## src/rtl/mc_main_ctrl_pkg.sv

```systemverilog
// Shared types and encodings for the multicycle MIPS main controller.
// States, opcodes, ALU/mux encodings and the grouped control-output struct.
package mc_main_ctrl_pkg;

    typedef enum logic [3:0] {
        ST_FETCH  = 4'd0,
        ST_DECODE = 4'd1,
        ST_MEMADR = 4'd2,
        ST_MEMRD  = 4'd3,
        ST_MEMWB  = 4'd4,
        ST_MEMWR  = 4'd5,
        ST_RTEX   = 4'd6,
        ST_RTWB   = 4'd7,
        ST_BRANCH = 4'd8,
        ST_IMMEX  = 4'd9,
        ST_IMMWB  = 4'd10,
        ST_JUMP   = 4'd11
    } mc_state_t;

    localparam logic [5:0] OP_RTYPE = 6'b000000;
    localparam logic [5:0] OP_LW    = 6'b100011;
    localparam logic [5:0] OP_SW    = 6'b101011;
    localparam logic [5:0] OP_BEQ   = 6'b000100;
    localparam logic [5:0] OP_BNE   = 6'b000101;
    localparam logic [5:0] OP_ADDI  = 6'b001000;
    localparam logic [5:0] OP_ANDI  = 6'b001100;
    localparam logic [5:0] OP_ORI   = 6'b001101;
    localparam logic [5:0] OP_J     = 6'b000010;

    localparam logic [2:0] ALUOP_ADD   = 3'b000;
    localparam logic [2:0] ALUOP_SUB   = 3'b001;
    localparam logic [2:0] ALUOP_FUNCT = 3'b010;
    localparam logic [2:0] ALUOP_AND   = 3'b011;
    localparam logic [2:0] ALUOP_OR    = 3'b100;

    localparam logic [1:0] SRCB_REGB    = 2'b00;
    localparam logic [1:0] SRCB_FOUR    = 2'b01;
    localparam logic [1:0] SRCB_IMM     = 2'b10;
    localparam logic [1:0] SRCB_IMM_SH2 = 2'b11;

    localparam logic [1:0] PCSRC_ALU    = 2'b00;
    localparam logic [1:0] PCSRC_ALUOUT = 2'b01;
    localparam logic [1:0] PCSRC_JUMP   = 2'b10;

    typedef struct packed {
        logic       iord;
        logic       irwrite;
        logic       memwrite;
        logic       pcen;
        logic [1:0] pcsrc;
        logic       alusrca;
        logic [1:0] alusrcb;
        logic [2:0] aluop;
        logic       extop;
        logic       regwrite;
        logic       regdst;
        logic       memtoreg;
        logic       illegal;
    } ctrl_t;

    function automatic logic op_supported(input logic [5:0] op);
        case (op)
            OP_RTYPE, OP_LW, OP_SW, OP_BEQ, OP_BNE,
            OP_ADDI, OP_ANDI, OP_ORI, OP_J: op_supported = 1'b1;
            default:                        op_supported = 1'b0;
        endcase
    endfunction

endpackage

```

## src/rtl/mc_next_state.sv

```systemverilog
// Combinational next-state decode for the main controller.
// Unsupported opcodes fall straight back to FETCH from DECODE.
module mc_next_state
    import mc_main_ctrl_pkg::*;
(
    input  mc_state_t   state_i,
    input  logic [5:0]  op_i,
    output mc_state_t   state_o
);

    always_comb begin
        state_o = ST_FETCH;
        case (state_i)
            ST_FETCH:  state_o = ST_DECODE;
            ST_DECODE: begin
                case (op_i)
                    OP_LW, OP_SW:             state_o = ST_MEMADR;
                    OP_RTYPE:                 state_o = ST_RTEX;
                    OP_BEQ, OP_BNE:           state_o = ST_BRANCH;
                    OP_ADDI, OP_ANDI, OP_ORI: state_o = ST_IMMEX;
                    OP_J:                     state_o = ST_JUMP;
                    default:                  state_o = ST_FETCH;
                endcase
            end
            // Only lw and sw reach MEMADR, so anything but sw is a load.
            ST_MEMADR: state_o = (op_i == OP_SW) ? ST_MEMWR : ST_MEMRD;
            ST_MEMRD:  state_o = ST_MEMWB;
            ST_RTEX:   state_o = ST_RTWB;
            ST_IMMEX:  state_o = ST_IMMWB;
            ST_MEMWB, ST_MEMWR, ST_RTWB, ST_IMMWB,
            ST_BRANCH, ST_JUMP: state_o = ST_FETCH;
            default:   state_o = ST_FETCH;
        endcase
    end

endmodule

```

## src/rtl/mc_main_ctrl.sv

```systemverilog
// Main control FSM of the multicycle MIPS core: state register, Moore output
// decode (pcen also looks at op/zero in BRANCH) and retired-instruction counter.
module mc_main_ctrl
    import mc_main_ctrl_pkg::*;
#(
    parameter int CNT_W = 32
)
(
    input  logic             clk,
    input  logic             reset,
    input  logic [5:0]       op,
    input  logic             zero,
    output logic             iord,
    output logic             irwrite,
    output logic             memwrite,
    output logic             pcen,
    output logic [1:0]       pcsrc,
    output logic             alusrca,
    output logic [1:0]       alusrcb,
    output logic [2:0]       aluop,
    output logic             extop,
    output logic             regwrite,
    output logic             regdst,
    output logic             memtoreg,
    output logic             illegal,
    output logic [CNT_W-1:0] instret,
    output logic [3:0]       dbg_state
);

    mc_state_t        state_q, state_d;
    logic [CNT_W-1:0] instret_q, instret_d;
    ctrl_t            ctrl;
    logic             retire;

    mc_next_state u_next_state (
        .state_i (state_q),
        .op_i    (op),
        .state_o (state_d)
    );

    always_ff @(posedge clk) begin
        if (reset) begin
            state_q   <= ST_FETCH;
            instret_q <= '0;
        end else begin
            state_q   <= state_d;
            instret_q <= instret_d;
        end
    end

    always_comb begin
        ctrl = '0;
        case (state_q)
            ST_FETCH: begin
                ctrl.irwrite = 1'b1;
                ctrl.alusrcb = SRCB_FOUR;
                ctrl.aluop   = ALUOP_ADD;
                ctrl.pcsrc   = PCSRC_ALU;
                ctrl.pcen    = 1'b1;
            end
            // Branch target is computed here while the opcode is decoded.
            ST_DECODE: begin
                ctrl.alusrcb = SRCB_IMM_SH2;
                ctrl.aluop   = ALUOP_ADD;
                ctrl.extop   = 1'b1;
                ctrl.illegal = ~op_supported(op);
            end
            ST_MEMADR: begin
                ctrl.alusrca = 1'b1;
                ctrl.alusrcb = SRCB_IMM;
                ctrl.aluop   = ALUOP_ADD;
                ctrl.extop   = 1'b1;
            end
            ST_MEMRD: ctrl.iord = 1'b1;
            ST_MEMWB: begin
                ctrl.regwrite = 1'b1;
                ctrl.memtoreg = 1'b1;
            end
            ST_MEMWR: begin
                ctrl.iord     = 1'b1;
                ctrl.memwrite = 1'b1;
            end
            ST_RTEX: begin
                ctrl.alusrca = 1'b1;
                ctrl.alusrcb = SRCB_REGB;
                ctrl.aluop   = ALUOP_FUNCT;
            end
            ST_RTWB: begin
                ctrl.regwrite = 1'b1;
                ctrl.regdst   = 1'b1;
            end
            ST_BRANCH: begin
                ctrl.alusrca = 1'b1;
                ctrl.alusrcb = SRCB_REGB;
                ctrl.aluop   = ALUOP_SUB;
                ctrl.pcsrc   = PCSRC_ALUOUT;
                ctrl.pcen    = ((op == OP_BEQ) & zero) | ((op == OP_BNE) & ~zero);
            end
            ST_IMMEX: begin
                ctrl.alusrca = 1'b1;
                ctrl.alusrcb = SRCB_IMM;
                case (op)
                    OP_ANDI: ctrl.aluop = ALUOP_AND;
                    OP_ORI:  ctrl.aluop = ALUOP_OR;
                    default: begin
                        ctrl.aluop = ALUOP_ADD;
                        ctrl.extop = 1'b1;
                    end
                endcase
            end
            ST_IMMWB: ctrl.regwrite = 1'b1;
            ST_JUMP: begin
                ctrl.pcsrc = PCSRC_JUMP;
                ctrl.pcen  = 1'b1;
            end
            default: ctrl = '0;
        endcase
    end

    always_comb begin
        case (state_q)
            ST_MEMWB, ST_MEMWR, ST_RTWB, ST_IMMWB,
            ST_BRANCH, ST_JUMP: retire = 1'b1;
            ST_DECODE:          retire = ctrl.illegal;
            default:            retire = 1'b0;
        endcase
        instret_d = retire ? instret_q + {{(CNT_W-1){1'b0}}, 1'b1} : instret_q;
    end

    assign iord      = ctrl.iord;
    assign irwrite   = ctrl.irwrite;
    assign memwrite  = ctrl.memwrite;
    assign pcen      = ctrl.pcen;
    assign pcsrc     = ctrl.pcsrc;
    assign alusrca   = ctrl.alusrca;
    assign alusrcb   = ctrl.alusrcb;
    assign aluop     = ctrl.aluop;
    assign extop     = ctrl.extop;
    assign regwrite  = ctrl.regwrite;
    assign regdst    = ctrl.regdst;
    assign memtoreg  = ctrl.memtoreg;
    assign illegal   = ctrl.illegal;
    assign instret   = instret_q;
    assign dbg_state = state_q;

endmodule

```

## config.mk

```make
export PLATFORM = sky130hd
export DESIGN_NAME = mc_main_ctrl
export DESIGN_NICKNAME = d
export VERILOG_FILES = /design/src/rtl/mc_main_ctrl_pkg.sv /design/src/rtl/mc_next_state.sv /design/src/rtl/mc_main_ctrl.sv
export SDC_FILE = /design/constraint.sdc
export NUM_CORES = 1
export LEC_CHECK = 0
export ABC_AREA = 1
export CORE_ASPECT_RATIO = 2
export CORE_MARGIN = 3
export CORE_UTILIZATION = 37
export CTS_CLUSTER_SIZE = 12
export DETAILED_ROUTE_END_ITERATION = 8
export HOLD_SLACK_MARGIN = 0.1
export PLACE_DENSITY = 0.66
export SETUP_SLACK_MARGIN = 0.2
export SYNTH_ARGS = -nofsm -noshare
export SYNTH_HDL_FRONTEND = slang
export SYNTH_SLANG_ARGS = --single-unit
export TNS_END_PERCENT = 1
```

## constraint.sdc

```tcl
create_clock -name clk -period 2 [get_ports clk]
set_input_delay 0.3 -clock clk [delete_from_list [all_inputs] [get_ports clk]]
set_output_delay 0.3 -clock clk [all_outputs]
set_load 0.03 [all_outputs]
```

==> summary.md, run 1 <==
| Metric | Value |
|---|---|
| Hold Crit Start | instret[31] |
| Vias in the first global route | 3077 |
| Core Util, Final | 55.0% |
| CTS Hold Buffers Added | 0 |
| Crit Path Max Fanout | 6 |
| End of the worst register-to-register path | instret[16] |
| Critical Path Start Type | flip-flop |
| Core area | 6730 µm² |
| Final wirelength | 8860 µm |
| Clk buf depth | 2 |
| TritonCTS clock tree | done |
| Total Power | 1.97 mW |
| Max transition margin | 73.2% |
| Worst Hold Path EP | instret[31] |
| Rows | 42 |
| Area of the multi-input gates | 1680 µm² |
| Gate Count Post-Synth | 424 |
| Sum of buffers and inverters on the critical path | 4 |
| Setup violations, final | 0 |
| Reg power frac | 37.4% |
| Ys flop type | dfxtp_1 |
| Starting Density | 38.4% |
| Share of cells above drive strength 1 | 18.7% |
| Critical path's top delay family | buffers and inverters |
| TritonCTS Buffers | 5 |
| Worst hold slack | 0.524 ns |
| Pwr/cell area | 531 nW/µm² |
| Worst Reg2Reg Path Length in Cells | 8 |
| Clock power frac | 46.0% |
| Comb pwr share | 16.7% |
| MaxCap Viol Count | 0 |
| Type of the worst setup path | flip-flop to primary output |
| Area contributors post-synth | dfxtp_1 (28%), nand2_1 (18%), nor2_1 (9.9%) |
| Inserted Diodes | 0 |
| Sw frac | 26.8% |
| Antenna violations before repair | 0 |
| H-tree depth | 2 |
| Fin. max-slew vios | 0 |
| Crit. End Element | primary output |
| Nets | 523 |
| Int Pwr | 1.44 mW |
| Mean post-synth cell area | 6.10 µm² |
| Die Span X | 65.1 µm |
| Congestion Overflow GR | 0 |
| Clock latency on the worst-skew pair | 0.29 ns |
| Via count | 3026 |
| Largest net degree at the start of global routing | 35 |
| Hold WC Path Type | flip-flop to flip-flop |
| Hold Path Depth | 2 |
| Tot GR Track Use | 22.7% |
| WL per Instance | 14.7 µm |
| WP data arrival | 1.54 ns |
| Register area | 723 µm² |
| Fillers | 734 |
| Dominant cell type by area after synthesis | dfxtp_1 |
| GPL Wtd Cong | 0.967 |
| Max stage delay on crit path | 0.34 ns |
| DR iter-0 viols | 132 |
| Post-Syn Nets | 434 |
| Die area | 8090 µm² |
| Worst slack, placed | -0.157 ns |
| R2R Setup Slk | 0.24 ns |
| CP cell instances | buf_4, nor2_2, inv_2, nor2_2, inv_1, a21oi_2, a211o_1, buf_6 |
| Layout area overhead | 43.2% |
| First-pass GRT wire length | 14200 µm |
| Port bufs | 61 |
| Post-DRT Antenna Nets | 0 |
| Worst setup path startpoint | dbg_state[1] |
| R2R Path Start | instret[1] |
| Total clock sinks | 36 |
| RSZ-0062 raised after global routing | yes |
| Net Switching | 0.526 mW |
| Min cycle time layout | 1.84 ns |
| CP max-delay cell | dfxtp_1 |
| Number of synthesized flops with an enable pin | 0 |
| Yosys cell types | 30 |
| Syn Std Cell Area | 2580 µm² |
| # IOs | 62 |
| Synth Register Bits | 36 |
| Post-DP HPWL | 6930 µm |
| Worst-Margin Slew | 0.401 ns |
| LEAKAGE | 1.42 nW |
| Seq/Total Area, Yosys | 27.9% |
| DRC | 0 |
| Highest Clock Rate | 0.544 GHz |
| YS warnings | 0 |
| Final period util | 91.9% |
| Async SR Flop Fraction | 0% |
| Worst Path Required | 1.70 ns |
| Final WS setup | 0.162 ns |
| CP most frequent cell | nor2_2 |
| Die Span Y | 124 µm |
| CTS root buf | clkbuf_16 |
| TritonRoute pass-1 iters | 4 |
| Final Hold Fails | 0 |
| Max IR drop VDD | 0.000315 V |
| Status | completed |
| Area share of the largest cell type after synthesis | 27.9% |
| Clock slew at reported path FFs | 0.06 ns |
| Vias/cell | 5.03 |
| Clock skew | 0.00571 ns |
-- final cells by class --
| cell class | instances | area share, % |
|---|---|---|
| well taps | 88 | 2.97 |
| flip-flops and latches | 36 | 19.5 |
| inverters | 42 | 4.26 |
| clock buffers | 5 | 3.38 |
| clock inverters | 3 | 1.15 |
| multi-input cells | 333 | 45.4 |
| repair buffers | 95 | 23.3 |
-- stage by stage --
stage / instance area (µm²) / setup TNS [ns] / cells
2_1_floorplan: 2590 / 0 / 424
3_3_place_gp: 3460 / -0.434 / 592
3_5_place_dp: 3460 / -2.44 / 592
4_1_cts: 3640 / -0.0111 / 601
5_1_grt: 3700 / 0 / 602
6_report: 3700 / 0 / 602
-- sequential cells by signal, indices dropped and copies added (netlist names) --
signal / count
instret: 32
dbg_state: 4
-- metal layers --
layer	vias to the layer above	GRT usage, %	part of all wire, %
met4	0	15.6	6.3
met2	98	44.0	57
met1	1374	18.9	32
met3	31	5.06	4.6
met5	-	0	0
li1	1523	-	-
-- kinds of logic (layout without fill, tap and decap cells) --
group / Yosys count / count (layout) / synth area share [%]
AO/OA/AOI/OAI: 46 / 46 / 9.25
flip-flops: 36 / 36 / 27.9
adder cells (fa/ha/maj): 1 / 1 / 0.484
XOR/XNOR: 23 / 23 / 7.79
buffers and inverters: 55 / 145 / 9.54
AND/OR/NAND/NOR: 263 / 263 / 45.1
-- synth_stat cells, types with 4 or more instances --
cell / instances
buf_4: 4
dfxtp_1: 36
nand2_1: 122
nor2_1: 68
xor2_1: 15
nand3b_1: 4
nor3_1: 7
a21oi_1: 34
xnor2_1: 8
nor2_4: 4
nand3_1: 45
inv_1: 39
o21ai_0: 8
-- worst min-delay path, stage by stage (launching register included) --
cell,delay [ns]
dfxtp_1,0.34
nand3_1,0.09
a21oi_1,0.06
-- how the worst max path moves through the flow --
stage                          end  cells after the start
after global routing       illegal                      8
final                         pcen                      8
after detailed placement     extop                      8
after CTS                     pcen                      9
after floorplan           aluop[0]                      4
after global placement       extop                      8
-- placed cells by master (no fill, tap or decap), drive strengths merged, types with 8 or more instances in the layout --
cell type      instances
clkdlybuf4s50         37
nor3                   9
a21oi                 34
dlygate4sd2            8
nand2                126
xor2                  15
nor2                  75
o21ai                  8
buf                   45
dfxtp                 36
nand3                 47
xnor2                  8
inv                   42
-- timing repair --
item | CTS | global route
setup endpoints to repair | 22 | 52
resized for setup | 50 | 21
endpoints found under the hold margin | 0 | 0
pin swaps | 1 | 6
buffers inserted | 1 | 1
-- power groups by stage --
| stage | clock network [mW] | logic (mW) | registers (mW) |
|---|---|---|---|
| final | 0.904 | 0.328 | 0.735 |
| after global routing | 0.935 | 0.350 | 0.736 |
| after CTS | 0.912 | 0.315 | 0.734 |
| after detailed placement | 0 | 0.309 | 0.750 |
| after global placement | 0 | 0.306 | 0.750 |
| after floorplan | 0 | 0.167 | 0.766 |
Power figures use the tool's default switching activity.
==> run 2: changes to the inputs <==
--- a/config.mk
+++ b/config.mk
@@ -6,13 +6,15 @@
 export NUM_CORES = 1
 export LEC_CHECK = 0
 export ABC_AREA = 1
+export CAP_MARGIN = 10
 export CORE_ASPECT_RATIO = 2
 export CORE_MARGIN = 3
-export CORE_UTILIZATION = 37
+export CORE_UTILIZATION = 45
 export CTS_CLUSTER_SIZE = 12
 export DETAILED_ROUTE_END_ITERATION = 8
+export GPL_ROUTABILITY_DRIVEN = 0
 export HOLD_SLACK_MARGIN = 0.1
-export PLACE_DENSITY = 0.66
+export PLACE_DENSITY = 0.78
 export SETUP_SLACK_MARGIN = 0.2
 export SYNTH_ARGS = -nofsm -noshare
 export SYNTH_HDL_FRONTEND = slang
==> run 2 against run 1 <==
  * Power shrank 19%
  * Largest power group is now registers
  * Highest routed layer unchanged
  * Global-route usage is 5.0 points higher
  * First-iteration DRC count grew 14%
  * Wire length decreased by 3.4%
  * Critical path depth unchanged
  * Combinational power is 4% lower
  * Largest cell class unchanged
  * Sequential share of layout area up 0.95 points
  * Sequential power barely moved
  * Via count rose by 1.7%
  * Clock power decreased by 40%
==> summary.md, run 2 (synthesized netlist as in run 1, its figures left out) <==
| Metric | Value |
|---|---|
| Vias in the first global route | 3069 (was 3077) |
| Total Power | 1.60 mW (was 1.97 mW) |
| H-tree depth | 2 (unchanged) |
| Worst slack, placed | -0.209 ns (was -0.157 ns) |
| Met2 GRT Util | 49.7% (was 44.0%) |
| Largest net degree at the start of global routing | 33 (was 35) |
| Crit Path Max Fanout | 6 (unchanged) |
| RSZ-0062 raised after global routing | yes (unchanged) |
| Critical path's top delay family | buffers and inverters (unchanged) |
| Post-DRT Antenna Nets | 0 (unchanged) |
| Final Hold Fails | 0 (unchanged) |
| Layout area overhead | 37.3% (was 43.2%) |
| Status | completed (unchanged) |
| Die Span X | 59.6 µm (was 65.1 µm) |
| Via count | 3078 (was 3026) |
| Placed Area | 3400 µm² (was 3460 µm²) |
| Clock skew | 0.00655 ns (was 0.00571 ns) |
| Max IR drop VDD | 0.000505 V (was 0.000315 V) |
| Pwr/cell area | 449 nW/µm² (was 531 nW/µm²) |
| CTS Hold Buffers Added | 0 (unchanged) |
| Die Span Y | 113 µm (was 124 µm) |
| Rows | 38 (was 42) |
| Most Used Layer, Global Route | met2 (unchanged) |
| Max stage delay on crit path | 0.36 ns (was 0.34 ns) |
| CTS root buf | clkbuf_8 (was clkbuf_16) |
| Met3 Usage GRT | 7.76% (was 5.06%) |
| Sum of buffers and inverters on the critical path | 5 (was 4) |
| Final period util | 93.5% (was 91.9%) |
| Final wirelength | 8560 µm (was 8860 µm) |
| Port bufs | 61 (unchanged) |
| GRT met1 Usage | 23.8% (was 18.9%) |
| DR iter-0 viols | 151 (was 132) |
| Vias/cell | 5.41 (was 5.03) |
| Inserted Diodes | 0 (unchanged) |
| Final WS setup | 0.129 ns (was 0.162 ns) |
| Hold Path Depth | 2 (unchanged) |
| Clock slew at reported path FFs | 0.07 ns (was 0.06 ns) |
| TritonCTS clock tree | done (unchanged) |
| TritonRoute pass-1 iters | 4 (unchanged) |
| Most frequent cells in the layout | nand2_1 (121), nor2_1 (59), nand3_1 (43), inv_1 (34), clkdlybuf4s50_1 (34) (was nand2_1 (119), nor2_1 (56), nand3_1 (44), clkdlybuf4s50_1 (37), inv_1 (35)) |
| Type of the worst setup path | flip-flop to primary output (unchanged) |
| DRC | 0 (unchanged) |
| Critical Path Start Type | flip-flop (unchanged) |
| TritonCTS Buffers | 5 (unchanged) |
| MaxCap Viol Count | 0 (unchanged) |
| Core area | 5520 µm² (was 6730 µm²) |
| Die area | 6740 µm² (was 8090 µm²) |
| Final setup TNS | 0 ns (unchanged) |
| Fin. max-slew vios | 0 (unchanged) |
| First-pass GRT wire length | 14000 µm (was 14200 µm) |
| Worst Path Required | 1.70 ns (about the same) |
| R2R Setup Slk | 0.20 ns (was 0.24 ns) |
| Clk buf depth | 2 (unchanged) |
| LEAKAGE | 1.36 nW (was 1.42 nW) |
| Core Util, Final | 64.4% (was 55.0%) |
| Crit. End Element | primary output (unchanged) |
| Min cycle time layout | 1.87 ns (was 1.84 ns) |
| End of the worst register-to-register path | instret[24] (was instret[16]) |
| Post-DP HPWL | 6600 µm (was 6930 µm) |
| Worst Reg2Reg Path Length in Cells | 11 (was 8) |
| Tot GR Track Use | 27.7% (was 22.7%) |
| Total clock sinks | 36 (unchanged) |
| Fillers | 546 (was 734) |
| R2R Path Start | dbg_state[1] (was instret[1]) |
| Share of cells above drive strength 1 | 17.7% (was 18.7%) |
| Commonest non-fill, non-tap cell in the layout | nand2_1 (unchanged) |
| Setup violations, final | 0 (unchanged) |
| Max transition margin | 69.5% (was 73.2%) |
| CP cell instances | buf_12, nor2_4, inv_2, nor2_4, buf_4, nand4_4, inv_2, buf_6 (was buf_4, nor2_2, inv_2, nor2_2, inv_1, a21oi_2, a211o_1, buf_6) |
| CP max-delay cell | dfxtp_4 (was dfxtp_1) |
| Nets | 518 (was 523) |
| WL per Instance | 15.0 µm (was 14.7 µm) |
| WP data arrival | 1.57 ns (was 1.54 ns) |
| Worst-Margin Slew | 0.455 ns (was 0.401 ns) |
| Congestion Overflow GR | 0 (unchanged) |
| Final Cell Area | 3550 µm² (was 3700 µm²) |
| Max reg flops | 32 (unchanged) |
| Worst Hold Path EP | instret[28] (was instret[31]) |
| Highest Clock Rate | 0.535 GHz (was 0.544 GHz) |
| Starting Density | 46.9% (was 38.4%) |
| Hold WC Path Type | flip-flop to flip-flop (unchanged) |
| Antenna violations before repair | 0 (unchanged) |
| Hold Crit Start | instret[28] (was instret[31]) |
| Clock latency on the worst-skew pair | 0.31 ns (was 0.29 ns) |
| # IOs | 62 (unchanged) |
-- run 2: cell types whose count changed in the layout (fill, tap and decap cells not counted), moves of 3 or more --
cell / previous run / this run
clkbuf_8: 0 / 6
clkdlybuf4s50_1: 37 / 34
clkdlybuf4s15_1: 3 / 0
buf_6: 7 / 2
clkdlybuf4s15_2: 0 / 5
nor2_1: 56 / 59
clkbuf_16: 5 / 0
dlygate4sd2_1: 8 / 11
-- run 2: worst max-delay path by stage --
stage / startpoint / to / slack, ns / cells past startpoint
3_3_place_gp: op[4] / extop / -0.14 / 8
4_1_cts: op[2] / pcen / -0.05 / 9
5_1_grt: dbg_state[1] / illegal / 0.08 / 8
2_1_floorplan: dbg_state[0] / aluop[0] / 0.05 / 4
3_5_place_dp: op[0] / extop / -0.21 / 7
6_report: dbg_state[1] / illegal / 0.13 / 8
-- run 2: per-layer routing --
metal,routed length (µm),vias up
met5,0,-
met4,690,0
met3,527,47
met2,4620,123
met1,2720,1397
li1,-,1511
-- run 2: per-stage QoR --
step / hold WS, ns / cells
final: 0.534 / 569
after global placement: 0.498 / 559
after detailed placement: 0.520 / 559
after floorplan: 0.574 / 424
after global routing: 0.571 / 569
after CTS: 0.532 / 569
-- run 2: where the power goes --
group / switching (mW) / total, mW / internal [mW]
clock: 0.264 / 0.545 / 0.281
combinational: 0.195 / 0.316 / 0.122
sequential: 0.00993 / 0.734 / 0.724
-- run 2: tightest hold or removal path: stages, from the launching register on --
cell and delay, ns:
dfxtp_1 0.35, nand3_1 0.09, a21oi_1 0.06
-- run 2: layout make-up --
class                   count  area [µm²]  area share, %
multi-input cells         333        1670           47.0
inverters                  42         158           4.44
flip-flops and latches     36         727           20.5
repair buffers             90         833           23.5
clock buffers               8        90.1           2.54
well taps                  60        75.1           2.11
-- run 2: what timing repair did --
| item | 4_1_cts | 5_1_grt |
|---|---|---|
| endpoints found under the setup margin | 52 | 56 |
| resized for setup | 63 | 10 |
| setup buffers | 2 | 0 |
| pin swaps | 4 | 0 |
| endpoints found under the hold margin | 0 | 0 |
